## config.mk

```make
export PLATFORM = sky130hd
export DESIGN_NAME = uart_tx_arbiter
export DESIGN_NICKNAME = d
export VERILOG_FILES = /design/src/rtl/uart_pkg.sv /design/src/rtl/uart_tx_arbiter_rr_picker.sv /design/src/rtl/uart_tx_arbiter.sv
export SDC_FILE = /design/constraint.sdc
export NUM_CORES = 1
export LEC_CHECK = 0
export CAP_MARGIN = 10
export CORE_MARGIN = 5
export CORE_UTILIZATION = 45
export CTS_CLUSTER_SIZE = 24
export DETAILED_ROUTE_END_ITERATION = 10
export HOLD_SLACK_MARGIN = 0.15
export PLACE_DENSITY = 0.79
export SYNTH_ARGS = -nofsm -noshare
export SYNTH_HDL_FRONTEND = slang
export SYNTH_SLANG_ARGS = --single-unit
```

## constraint.sdc

```tcl
create_clock -name clk -period 2.55 [get_ports clk]
set_clock_uncertainty 0.05 [all_clocks]
set_input_delay 0.255 -clock clk [delete_from_list [all_inputs] [get_ports clk]]
set_output_delay 0.255 -clock clk [all_outputs]
set_load 0.03 [all_outputs]
```

## src/rtl/uart_pkg.sv

```systemverilog
// Shared types and constants for the UART transmit arbiter.
package uart_pkg;

    typedef enum logic [1:0] {
        ST_IDLE = 2'd0,
        ST_SEND = 2'd1,
        ST_WAIT = 2'd2,
        ST_DONE = 2'd3
    } state_t;

    localparam logic [1:0] PAR_NONE = 2'd0;
    localparam logic [1:0] PAR_ODD  = 2'd1;
    localparam logic [1:0] PAR_EVEN = 2'd2;

    localparam int FRAME_BITS_NOPAR = 10;
    localparam int FRAME_BITS_PAR   = 11;

    function automatic int cpb(input int clk_freq, input int baud);
        return clk_freq / baud;
    endfunction

endpackage

```

## src/rtl/uart_tx_arbiter_rr_picker.sv

```systemverilog
// Combinational round-robin search starting one past the last granted client.
module rr_picker #(
    parameter int NUM_REQ = 4,
    parameter int IDX_W   = $clog2(NUM_REQ)
) (
    input  logic [NUM_REQ-1:0] req,
    input  logic [IDX_W-1:0]   last,
    output logic               valid,
    output logic [IDX_W-1:0]   idx
);

    logic [IDX_W-1:0] cand;

    // Walk from the farthest candidate down so the nearest one to last+1 wins.
    always_comb begin
        valid = 1'b0;
        idx   = '0;
        cand  = '0;
        for (int k = NUM_REQ; k >= 1; k--) begin
            cand = IDX_W'((int'(last) + k) % NUM_REQ);
            if (req[cand]) begin
                valid = 1'b1;
                idx   = cand;
            end
        end
    end

endmodule

```

## src/rtl/uart_tx_arbiter.sv

```systemverilog
// Round-robin sharing of one UART transmitter; paces frames by a computed frame time plus guard.
module uart_tx_arbiter
    import uart_pkg::*;
#(
    parameter int NUM_REQ      = 4,
    parameter int CLK_FREQ     = 50_000_000,
    parameter int BAUD         = 115_200,
    parameter int GUARD_CYCLES = 16,
    parameter int IDX_W        = $clog2(NUM_REQ)
) (
    input  logic                 clk,
    input  logic                 rst,
    input  logic [NUM_REQ-1:0]   req,
    input  logic [8*NUM_REQ-1:0] req_data,
    input  logic [1:0]           parity_sel,
    output logic [NUM_REQ-1:0]   ack,
    output logic [IDX_W-1:0]     grant_id,
    output logic                 busy,
    output logic [7:0]           tx_data,
    output logic                 tx_send,
    output logic [1:0]           tx_parity_type
);

    localparam int          CPB      = cpb(CLK_FREQ, BAUD);
    localparam logic [31:0] N_NOPAR  = 32'(FRAME_BITS_NOPAR * CPB + GUARD_CYCLES);
    localparam logic [31:0] N_PAR    = 32'(FRAME_BITS_PAR * CPB + GUARD_CYCLES);

    state_t                    state;
    logic [31:0]               cnt;
    logic [IDX_W-1:0]          last;
    logic                      pick_valid;
    logic [IDX_W-1:0]          pick_idx;
    logic [NUM_REQ-1:0][7:0]   req_bytes;
    logic [31:0]               cnt_last;

    assign req_bytes = req_data;
    assign busy      = (state != ST_IDLE);
    assign cnt_last  = (tx_parity_type == PAR_NONE) ? N_NOPAR - 32'd1 : N_PAR - 32'd1;

    rr_picker #(.NUM_REQ(NUM_REQ), .IDX_W(IDX_W)) u_picker (
        .req   (req),
        .last  (last),
        .valid (pick_valid),
        .idx   (pick_idx)
    );

    always_ff @(posedge clk) begin
        if (rst) begin
            state          <= ST_IDLE;
            cnt            <= '0;
            last           <= IDX_W'(NUM_REQ - 1);
            ack            <= '0;
            grant_id       <= '0;
            tx_data        <= '0;
            tx_send        <= 1'b0;
            tx_parity_type <= PAR_NONE;
        end else begin
            case (state)
                ST_IDLE: begin
                    if (pick_valid) begin
                        tx_data        <= req_bytes[pick_idx];
                        tx_parity_type <= (parity_sel == 2'd3) ? PAR_NONE : parity_sel;
                        grant_id       <= pick_idx;
                        tx_send        <= 1'b1;
                        state          <= ST_SEND;
                    end
                end
                ST_SEND: begin
                    tx_send <= 1'b0;
                    cnt     <= '0;
                    state   <= ST_WAIT;
                end
                // transmitter has no done flag, so the frame is timed out here
                ST_WAIT: begin
                    if (cnt == cnt_last) begin
                        ack   <= NUM_REQ'(1) << grant_id;
                        state <= ST_DONE;
                    end else begin
                        cnt <= cnt + 32'd1;
                    end
                end
                ST_DONE: begin
                    ack   <= '0;
                    last  <= grant_id;
                    state <= ST_IDLE;
                end
                default: state <= ST_IDLE;
            endcase
        end
    end

endmodule

```

Word-level counts from Yosys, hierarchy flattened
Index checks and enable logic that the tools add are counted.
- add/sub/neg operators: 5
- magnitude comparators: 5
- equal/unequal tests: 8
- shifts and indexed selects: 1
- multiplexer cells: 29
- reductions and logical operators: 11
- operators by type and width (operator ; count):
    32-bit case mux with 2 select lines ; 1
    32-bit by 1-bit adder with 32-bit output (second input constant) ; 1
    32-bit by 13-bit == test with 1-bit output ; 1
    32-bit 2-to-1 mux ; 1
    8-bit binary-select mux with 2-bit select ; 1
    2-bit by 3-bit < comparator with 1-bit output (second input constant) ; 5
    2-bit 2-to-1 mux ; 7
    10-bit 2-to-1 mux ; 1
    2-bit AND reduction ; 5
    1-bit 2-to-1 mux ; 9
    1-bit binary-select mux with 2-bit select ; 4
    8-bit 2-to-1 mux ; 1
    2-bit case mux with 4 select lines ; 1
    4-bit case mux with 2 select lines ; 1
    2-bit nonzero test ; 4
    2-bit == test (second input constant) ; 3
    2-bit inequality test (second input constant) ; 3
    2-bit by 1-bit adder with 2-bit output (second input constant) ; 2
    2-bit adder (second input constant) ; 2
    2-bit logical NOT ; 2
    4-bit 2-to-1 mux ; 1
    1-bit by 2-bit << shifter with 4-bit output (first input constant) ; 1
    2-bit by 1-bit == test with 1-bit output (second input constant) ; 1
    1-bit case mux with 2 select lines ; 1
- register bits: 53
- bits of input ports: 40
- output and inout port bits: 18

Longest topological paths before layout
Gate-level depths: netlist of run 1.
- word-level depth: 9
- mapped depth: 8
- depth with buffers taken out: 7

Cells and area by module
Synthesis of run 1 repeated with hierarchy kept, for this count alone.
- cell total of the unflattened synthesis: 335
- area, all modules: 2974.1 um^2
- modules (own cells, without submodules) (module ; instances ; cells each ; area an instance (um^2)):
    uart_tx_arbiter ; 1 ; 321 ; 2882.8
    rr_picker ; 1 ; 14 ; 91.3

Worst setup path before layout of run 1
No wires, ideal clock.
- path type: flip-flop to flip-flop
- start: reg state[0]
- end: reg cnt[31]
- library setup time: 0.072 ns
- data arrival time: 1.708 ns
- required time: 2.428 ns
- setup slack: 0.720 ns
- stages on the path, launching flop included: 9
- path buffers: 1
- cells stage by stage: dfxtp_1 > inv_1 > ha_1 > buf_2 > inv_1 > nor3_2 > nand2_2 > nor3_2 > mux2i_1
- word-level cells in the longest chain between the ends: 3
- elaborated cells on any way between the ends: 6
- RTL lines (element ; RTL line ; RTL):
    start: declaration ; uart_tx_arbiter.sv:28 ; state_t state;
    start signal: assignment ; uart_tx_arbiter.sv:49 ; state <= ST_IDLE;
    start signal: assignment ; uart_tx_arbiter.sv:65 ; state <= ST_SEND;
    start signal: assignment ; uart_tx_arbiter.sv:71 ; state <= ST_WAIT;
    2-bit == test or 2-bit by 1-bit == test with 1-bit output (tied branches) ; uart_tx_arbiter.sv:58 ; case (state)
    2-bit inequality test (no line) or 2-bit nonzero test (tied branches) ; n/a ;
    2-bit AND reduction (no line) ; n/a ;
    end signal: assignment ; uart_tx_arbiter.sv:79 ; cnt <= cnt + 32'd1;
    end: declaration ; uart_tx_arbiter.sv:29 ; logic [31:0] cnt;
Several ways; a longest one is shown, not always the timed one.
A chain may end at the register's enable or synchronous reset.

Worst setup path in the final report of run 1
- start: reg state[0]
- end: out busy
- word-level cells in the longest chain between the ends: 1
- RTL lines (element ; RTL line ; RTL):
    2-bit nonzero test ; uart_tx_arbiter.sv:37 ; assign busy = (state != ST_IDLE);
    end: declaration ; uart_tx_arbiter.sv:18 ; output logic busy,
No other way between the ends.

==> results of run 1 <==
==> how the worst min path moves through the flow <==
stage	end	slack, ns	cells past startpoint	startpoint
2_1_floorplan	tx_parity_type[1]$_SDFFE_PP0P_	0.37	2	parity_sel[1]
3_3_place_gp	ack[1]$_SDFFE_PP0P_	0.39	2	ack[1]$_SDFFE_PP0P_
3_5_place_dp	ack[1]$_SDFFE_PP0P_	0.41	2	ack[1]$_SDFFE_PP0P_
4_1_cts	ack[1]$_SDFFE_PP0P_	0.42	2	ack[1]$_SDFFE_PP0P_
5_1_grt	ack[1]$_SDFFE_PP0P_	0.44	2	ack[1]$_SDFFE_PP0P_
6_report	ack[1]$_SDFFE_PP0P_	0.42	2	ack[1]$_SDFFE_PP0P_
==> metal layers <==
layer	track usage	routed length, µm	up-vias
li1	-	-	1350
met1	0.2349	3110	1274
met2	0.3245	3472	79
met3	0.04106	361	9
met4	0.05819	80	0
met5	0	0	-
==> placed cells by master, fill, tap and decap left out, drive strengths merged, types with 5 or more instances in the layout <==
cell type and n:
mux2i 18, xor2 9, o21ai 12, nor2 27, nand3 27, inv 15
nand4 14, buf 10, a21oi 10, clkdlybuf4s50 57, nand2 32, nor3 8
o31ai 9, clkbuf 7, o41ai 7, o211ai 12, a211oi 18, dfxtp 53
ha 5
==> kinds of logic (layout without fill, tap and decap cells) <==
group	after synthesis	after routing	synth area share
compound gates	81	81	0.2133
fa+ha+maj	5	5	0.02194
xor+xnor	9	9	0.02765
buf+inv	32	91	0.05396
mux	18	18	0.06318
flops	53	53	0.3721
simple gates	132	132	0.2479
==> state kept, by name, indices dropped and copies added (netlist names) <==
| name | flops |
|---|---|
| cnt | 32 |
| tx_data | 8 |
| ack | 4 |
| grant_id | 2 |
| last | 2 |
| state | 2 |
| tx_parity_type | 2 |
| tx_send | 1 |
==> final cells by class <==
class	instances	share of cell area
timing repair buffer	67	0.1814
inverter	16	0.01655
sequential	53	0.2924
multi-input combinational	245	0.4510
clock inverter	1	0.008276
clock buffer	7	0.02379
tap	77	0.02655
==> worst reg2reg max path, stage by stage, from the launching register on <==
cell and delay (ns):
dfxtp_1 0.34, inv_1 0.12, ha_1 0.35, nand4_1 0.18, nor2_1 0.36, nand2_2 0.14
or4_1 0.42, nand2_1 0.08
==> metrics by stage <==
stage	hold slack (ns)	util	total power [mW]	area [µm²]	cells
final	0.4211	0.5814	2.591	3628	466
after global routing	0.4369	0.5814	2.737	3628	466
after CTS	0.4184	0.5814	2.610	3628	466
after detailed placement	0.4051	0.5628	2.018	3512	458
after global placement	0.3943	0.5628	2.002	3512	458
after floorplan	0.3688	-	1.636	2851	330
==> power by group <==
part           leakage [nW]  internal [mW]  switching, mW
combinational         0.804          0.405          0.589
clock                0.0585          0.320          0.265
sequential            0.430          0.924         0.0870
total                  1.29           1.65          0.942
==> impl_metrics.toml, run 1 <==
[clock_network]
cts_max_path_buffers = 2
post_cts_buffers = 0
clockRootBuffer = "clkbuf_8"
cts_made_buffers = 5
tritoncts = "yes"
hold_buffers = 0
cts_resized = 0
htree_levels = 2
clk_latency_ns = 0.30
cts_sinks = 53
path_clk_slew_ns = 0.09

[synthesis]
synthTopCellsByArea = "dfxtp_1 (37%), mux2i_1 (6.3%), nand3_1 (4.7%), a211oi_1 (4.5%), nand2_1 (3.9%)"
synth_common_cells = "dfxtp_1 (53), nand2_1 (30), nand3_1 (27), nor2_1 (26), mux2i_1 (18)"
yosys_warnings = 0
synth_edf_count = 0
syn_inst = 330
synth_cell_types = 53
yosysSeqAreaShare = 0.3721
synth_ff_type = "dfxtp_1"
ys_ff_latch = 53
syn_area_per_cell_um2 = 8.641
post-synth-top-count-cell = "dfxtp_1"
syn_area_um2 = 2851
syn_nets = 375
ys_async_sr_fraction = 0
netlist.top_cell.by_area = "dfxtp_1"
synth_top_cell_area_share = 0.3721

[grt]
gr-total-overflow = 0
grt_pass1_wl_mm = 12.14
grt_max_degree = 25
antenna_found_initial = 0
grt_pass1_vias = 2637
grt_use_total = 0.1886

[timing]
post-route-min-period_ns = 2.212
max-slew-margin-rel = 0.6515
hold_viol = 0
setup_tns_ns = 0
worst_slack_ns = 0.3381
setup_violations = 0
slew_viol_final = 0
grt_setup_unrepaired = "false"
fin_crit_sh = 0.8674
clock.fmax_mhz = 452.1
tightest_slew_ns = 0.5172

[die]
rows = 29
dieArea_um2 = 8028
core_um2 = 6241
die_w_um = 89.60
initial_core_util = 0.4569
fp.dieH_um = 89.60
boundaryPins = 58

[route]
wirelength_mm = 7.025
drtAntennaViolNets = 0
vias = 2712
drc_errors = 0
drt_iter0_drc = 175
drtPass1Iterations = 5
wl_per_cell_um = 15.08
vias_per_cell = 5.820

[worst_hold_path]
hp-class = "reg -> reg"

[setup_path]
startpoint = "state[0]$_SDFFE_PP0P_"
crit_slowest_cell = "clkdlybuf4s50_1"
rrSetupSlack_ns = 0.46
worstPathCellList = "inv_1 -> ha_1 -> inv_1 -> clkdlybuf4s50_1"
worst_r2r_path_depth = 7
cp-endpoint = "busy"
path_class = "reg -> out"
critical_path_buf_inv_count = 3
crit_family = "buffers and inverters"
cp_max_fo = 5
arrival_ns = 1.91
cpPeakStageDelay_ns = 0.72
cp.depth = 4
crit_top_cell = "inv_1"
reg2reg_from = "state[0]$_SDFFE_PP0P_"
r2r-end = "cnt[20]$_SDFFE_PP0P_"
end_kind = "output pin"
critPathLaunchType = "flop"
crit_required_ns = 2.25

[finish]
fill_cells = 570
regArea_um2 = 1061
num_antenna_cells = 0
nets = 433
syn_to_final_growth_pct = 27.25
drive_gt1_frac = 0.09769
multiInputGateArea_um2 = 1637

[power_and_ir_drop]
p_leak_nw = 1.292
cellPowerDensity_nw_per_um2 = 714.2
ir_drop_uv = 628.5

[placed_design]
routabilityCongestion = 0.8922
dp_worst_setup_slack_ns = 0.3522
dp_hpwl_mm = 5.311
port_buffers = 57

[run]
cap_violations = 0

[status]
status = "finished, final reports clean"
Power figures use the tool's default switching activity.
==> run 2: changes to the inputs <==
--- a/config.mk
+++ b/config.mk
@@ -5,13 +5,14 @@
 export SDC_FILE = /design/constraint.sdc
 export NUM_CORES = 1
 export LEC_CHECK = 0
+export ABC_AREA = 1
 export CAP_MARGIN = 10
 export CORE_MARGIN = 5
 export CORE_UTILIZATION = 45
 export CTS_CLUSTER_SIZE = 24
 export DETAILED_ROUTE_END_ITERATION = 10
 export HOLD_SLACK_MARGIN = 0.15
-export PLACE_DENSITY = 0.79
+export PLACE_DENSITY = 0.77
 export SYNTH_ARGS = -nofsm -noshare
 export SYNTH_HDL_FRONTEND = slang
 export SYNTH_SLANG_ARGS = --single-unit
==> run 2 against run 1 <==
Against the previous run: count of clock-buffer cells in the layout fell by 2; core utilization down 3.7 points; hold slack improved by 0.028 ns; total power rose by 42%; area after synthesis rose by 29%; critical endpoint is now cnt[22]$_SDFFE_PP0P_.
==> impl_metrics.toml, run 2 <==
[synthesis]
syn_inst = 578
ys_ff_latch = 53
synth_cell_types = 41
synthAdderAreaFrac = 0.01707
yosysSeqAreaShare = 0.2895
netlist.top_cell.by_area = "dfxtp_1"
post-synth-top-count-cell = "nand2_1"
synth_common_cells = "nand2_1 (132), nand3_1 (100), nor2_1 (60), dfxtp_1 (53), inv_1 (48)"
syn_area_per_cell_um2 = 6.340
synthXorXnorAreaFrac = 0.01673
synth_ff_type = "dfxtp_1"
syn_area_um2 = 3665
synth_top_cell_area_share = 0.2895
yosys_warnings = 0
synth_edf_count = 0
ys_async_sr_fraction = 0
synthMuxAreaShare = 0
syn_nets = 623
yosys.area_share.simple = 0.4759
synthTopCellsByArea = "dfxtp_1 (29%), nand3_1 (14%), nand2_1 (14%), nor2_1 (6.1%), a21oi_1 (5.5%)"
synth_compound_area_frac = 0.1062
synth_top_family_by_area = "simple AND/OR/NAND/NOR gates"

[route]
vias_per_cell = 5.349
drt_iter0_drc = 223
wl_per_cell_um = 14.09
drtPass1Iterations = 5
vias = 3921
wirelength_mm = 10.33
drc_errors = 0
drtAntennaViolNets = 0

[placed_design]
dp_hpwl_mm = 8.024
place_area_um2 = 4270
port_buffers = 57
routabilityCongestion = 0.9235

[power_and_ir_drop]
ir_drop_uv = 460.1
switching_share = 0.4499
intPower_mw = 2.024
cellPowerDensity_nw_per_um2 = 834.9
seqPwrFrac = 0.296
combPwrFrac = 0.515
p_leak_nw = 1.716
power.switching_mw = 1.655
p_clk_frac = 0.189
p_total_mw = 3.678

[die]
core_um2 = 8093
initial_core_util = 0.4528
dieArea_um2 = 10050
rows = 33
fp.dieH_um = 100.2
die_w_um = 100.2
boundaryPins = 58

[finish]
reg_top3 = "cnt: 32 flops, tx_data: 8 flops, ack: 4 flops"
drive_gt1_frac = 0.09554
final_cell_mix = "nand2_1 (132), nand3_1 (100), nor2_1 (60)"
nets = 672
final_common_cell = "nand2_1"
syn_to_final_growth_pct = 20.21
num_antenna_cells = 0
largest_reg_flops = 32
design_area_um2 = 4405
top_register = "cnt"

[setup_path]
crit_top_cell = "nand3_1"
cpPeakStageDelay_ns = 0.46
end_kind = "flop"
crit_family = "simple AND/OR/NAND/NOR gates"
path_class = "reg -> reg"
worstPathCellList = "ha_1 -> nand2_1 -> nor2_4 -> nand2_2 -> nor2_2 -> nand3_1 -> nor3_1 -> nand3_1 -> o21ai_0 -> nor2_1"
cp_max_fo = 6
crit_slowest_cell = "dfxtp_1"
arrival_ns = 2.29
rrSetupSlack_ns = 0.42
crit_required_ns = 2.71
critPathLaunchType = "flop"
critical_path_buf_inv_count = 0

[worst_hold_path]
hp-class = "reg -> reg"

[clock_network]
tritoncts = "yes"
path_clk_slew_ns = 0.11
clockRootBuffer = "clkbuf_8"
htree_levels = 2
cts_sinks = 53
cts_max_path_buffers = 2
cts_made_buffers = 5
post_cts_buffers = 0
clk_latency_ns = 0.32

[status]
status = "finished, final reports clean"

[timing]
clock.fmax_mhz = 469.5
slew_viol_final = 0
setup_tns_ns = 0
tightest_slew_ns = 0.6521
post-route-min-period_ns = 2.130
grt_setup_unrepaired = "false"
setup_violations = 0
max-slew-margin-rel = 0.5613
hold_viol = 0
fin_crit_sh = 0.8352

[grt]
antenna_found_initial = 0
grt_max_degree = 36
grt_use_total = 0.2087
gr-total-overflow = 0
grt_pass1_wl_mm = 17.49
grt_pass1_vias = 3859

[run]
cap_violations = 0
-- run 2: cell count changes after synthesis, sizes merged, moves of 9 or more --
cell and delta:
a21oi +31, o31ai -9, o21ai +14, inv +40
nor2 +39, a211oi -17, nand2 +120, o211ai -12
mux2i -18, nand3 +76
-- run 2: worst paths after layout --
path         depth (start not counted)                            from                              to
max                                 10             cnt[1]$_SDFFE_PP0P_            cnt[22]$_SDFFE_PP0P_
min                                  2  tx_parity_type[0]$_SDFFE_PP0P_  tx_parity_type[0]$_SDFFE_PP0P_
max reg2reg                         10             cnt[1]$_SDFFE_PP0P_            cnt[22]$_SDFFE_PP0P_
min reg2reg                          2  tx_parity_type[0]$_SDFFE_PP0P_  tx_parity_type[0]$_SDFFE_PP0P_
-- run 2: layout make-up --
type                    instances  area (µm²)
fillers                       800        3687
multi-input cells             449        2257
flip-flops and latches         53        1062
repair buffers                 62       608.1
inverters                      56       212.7
well taps                     105       131.4
clock buffers                   5       68.82
clock inverters                 3       65.06
-- run 2: metal layers --
layer  track usage  routed length [µm]  vias up
met1        0.2622                4563     1766
li1              -                   -     2002
met3       0.04795                 769       15
met5             0                   0        -
met2        0.3496                4791      138
met4       0.07358                 204        0
-- run 2: timing repair --
item | 4_1_cts | 5_1_grt
hold buffers | 0 | 0
endpoints found under the setup margin | 0 | 8
gates resized for setup | 0 | 1
-- run 2: worst register-to-register path, delay by kind of cell (launching register included) --
family | cells | cell delay [ns]
fa+ha+maj | 1 | 0.27
simple gates | 8 | 1.06
flops | 1 | 0.46
compound gates | 1 | 0.17
-- run 2: cell families (layout without fill, tap and decap cells) --
| group | Yosys count | count (layout) |
|---|---|---|
| xor gates and xnor gates | 7 | 7 |
| AOI/OAI and AO/OA | 72 | 72 |
| adders and majority gates | 5 | 5 |
| buffers and inverters | 76 | 126 |
| and+or+nand+nor | 365 | 365 |
| DFF | 53 | 53 |
-- run 2: power groups by stage --
| stage | Clock, mW | Sequential, mW | Combinational [mW] |
|---|---|---|---|
| floorplan | 0 | 1.31 | 1.16 |
| global placement | 0 | 1.10 | 1.86 |
| detailed placement | 0 | 1.10 | 1.89 |
| CTS | 0.698 | 1.09 | 1.90 |
| global route | 0.730 | 1.11 | 2.09 |
| finish | 0.696 | 1.09 | 1.89 |
-- run 2: metrics by stage --
step | utilization | hold slack [ns] | worst slack (ns) | std cells
finish | 0.5444 | 0.4491 | 0.4202 | 733
global route | 0.5444 | 0.4872 | 0.1478 | 733
global placement | 0.5277 | 0.4228 | 0.3616 | 725
floorplan | - | 0.3650 | 0.7878 | 578
CTS | 0.5442 | 0.4496 | 0.2935 | 733
detailed placement | 0.5277 | 0.4315 | 0.3080 | 725
==> run 3: changes to the inputs <==
--- a/config.mk
+++ b/config.mk
@@ -12,7 +12,7 @@
 export CTS_CLUSTER_SIZE = 24
 export DETAILED_ROUTE_END_ITERATION = 10
 export HOLD_SLACK_MARGIN = 0.15
-export PLACE_DENSITY = 0.77
+export PLACE_DENSITY = 0.79
 export SYNTH_ARGS = -nofsm -noshare
 export SYNTH_HDL_FRONTEND = slang
 export SYNTH_SLANG_ARGS = --single-unit
==> constraint.sdc (replaced) <==
create_clock -name clk -period 1.93 [get_ports clk]
set_clock_uncertainty 0.05 [all_clocks]
set_input_delay 0.193 -clock clk [delete_from_list [all_inputs] [get_ports clk]]
set_output_delay 0.193 -clock clk [all_outputs]
set_load 0.03 [all_outputs]
==> run 3 against run 2 <==
Against the previous run: non-clock buffer count is 27 higher; critical path type is now reg -> out; via count rose by 4.8%; global-route usage rose by 0.99 points; core utilization rose by 3.6 points.
==> impl_metrics.toml, run 3 (synthesis results as in run 2) <==
[status]
status = "finished, final reports clean"

[finish]
reg_top3 = "cnt: 32 flops, tx_data: 8 flops, ack: 4 flops"
final_common_cell = "nand2_1"
num_antenna_cells = 0
fill_cells = 773
drive_gt1_frac = 0.1603
nets = 699
final_cell_mix = "nand2_1 (131), nand3_1 (100), nor2_1 (57)"
largest_reg_flops = 32
final_util = 0.5801
syn_to_final_growth_pct = 28.10
design_area_um2 = 4695
top_register = "cnt"

[die]
rows = 33
dieArea_um2 = 10050
fp.dieH_um = 100.2
initial_core_util = 0.4528
die_w_um = 100.2
core_um2 = 8093
boundaryPins = 58

[setup_path]
cpPeakStageDelay_ns = 0.41
critical_path_buf_inv_count = 3
reg2reg_from = "cnt[0]$_SDFFE_PP0P_"
end_kind = "output pin"
arrival_ns = 1.59
critPathLaunchType = "flop"
path_class = "reg -> out"
cp_max_fo = 3
worstPathCellList = "inv_1 -> ha_1 -> inv_1 -> dlygate4sd2_1"
crit_top_cell = "inv_1"
startpoint = "state[0]$_SDFFE_PP0P_"
crit_slowest_cell = "dlygate4sd2_1"
crit_family = "buffers and inverters"
crit_required_ns = 1.69

[clock_network]
hold_buffers = 0
clk_latency_ns = 0.32
path_clk_slew_ns = 0.11
clockRootBuffer = "clkbuf_8"
htree_levels = 2
cts_made_buffers = 5
cts_sinks = 53
tritoncts = "yes"
cts_max_path_buffers = 2

[placed_design]
dp_hpwl_mm = 8.522
port_buffers = 57
routabilityCongestion = 0.9952
place_area_um2 = 4508

[timing]
grt_setup_unrepaired = "true"
fin_crit_sh = 0.9510
hold_viol = 0
hold_slack_ns = 0.4180
post-route-min-period_ns = 1.835
slew_viol_final = 0
clock.fmax_mhz = 544.8
setup_violations = 0
tightest_slew_ns = 0.5569
max-slew-margin-rel = 0.6253

[worst_hold_path]
min-delay-start = "cnt[0]$_SDFFE_PP0P_"
hp-class = "reg -> reg"

[route]
wirelength_mm = 10.92
wl_per_cell_um = 14.37
drtAntennaViolNets = 0
vias = 4108
drtPass1Iterations = 5
drt_iter0_drc = 254
vias_per_cell = 5.405
drc_errors = 0

[grt]
gr-total-overflow = 0
antenna_found_initial = 0
grt_pass1_vias = 4033
grt_pass1_wl_mm = 18.12
grt_max_degree = 20
grt_use_total = 0.2186

[power_and_ir_drop]
ir_drop_uv = 726.9
cellPowerDensity_nw_per_um2 = 1037
p_leak_nw = 1.885

[run]
cap_violations = 0
-- run 3: cell count changes in the layout (fill, tap and decap cells not counted), sizes merged --
cell / previous run / this run
inv: 55 / 56
buf: 5 / 32
dlygate4sd2: 0 / 1
clkbuf: 5 / 6
clkdlybuf4s50: 57 / 56
bufinv: 2 / 0
-- run 3: where the power goes --
group	internal, mW	switching, mW	total [mW]
logic	1.04	1.69	2.73
registers	1.29	0.146	1.43
clock network	0.299	0.407	0.706
total	2.62	2.24	4.87
-- run 3: metal layers --
| layer | vias to the layer above | GRT usage | wire length, µm |
|---|---|---|---|
| met4 | 0 | 0.07668 | 231 |
| met1 | 1841 | 0.2710 | 4508 |
| met2 | 182 | 0.3690 | 5189 |
| li1 | 2060 | - | - |
| met5 | - | 0 | 0 |
| met3 | 25 | 0.05281 | 994 |
-- run 3: stage by stage --
| step | setup slack (ns) | total power [mW] | setup TNS, ns | instances |
|---|---|---|---|---|
| 2_1_floorplan | 0.1678 | 3.255 | 0 | 578 |
| 3_5_place_dp | -0.05496 | 4.172 | -0.1750 | 750 |
| 4_1_cts | 0.02698 | 4.868 | 0 | 758 |
| 6_report | 0.09459 | 4.866 | 0 | 760 |
| 5_1_grt | -0.03988 | 5.204 | -0.03988 | 760 |
| 3_3_place_gp | -0.03287 | 4.122 | -0.08579 | 750 |
-- run 3: area by class of cell --
type | instances | area [µm²] | share of cell area
Timing Repair Buffer | 89 | 863.3 | 0.1839
Multi-Input combinational cell | 449 | 2310 | 0.4920
Inverter | 56 | 214.0 | 0.04558
Tap cell | 105 | 131.4 | 0.02799
Clock inverter | 2 | 17.52 | 0.003731
Sequential cell | 53 | 1076 | 0.2292
Clock buffer | 6 | 82.58 | 0.01759
-- run 3: timing repair --
action                     CTS  global route
setup endpoints to repair    2            41
resized for setup            2            25
pin swaps                    0             1
buffers inserted             0             2
-- run 3: path summary, 6_finish.rpt --
path                            slack [ns]                   end  cells after the start
worst max-delay path                  0.09                  busy                      4
worst min-delay path                  0.42   cnt[0]$_SDFFE_PP0P_                      1
worst max register to register        0.12  cnt[22]$_SDFFE_PP0P_                     11
worst min register to register        0.42   cnt[0]$_SDFFE_PP0P_                      1
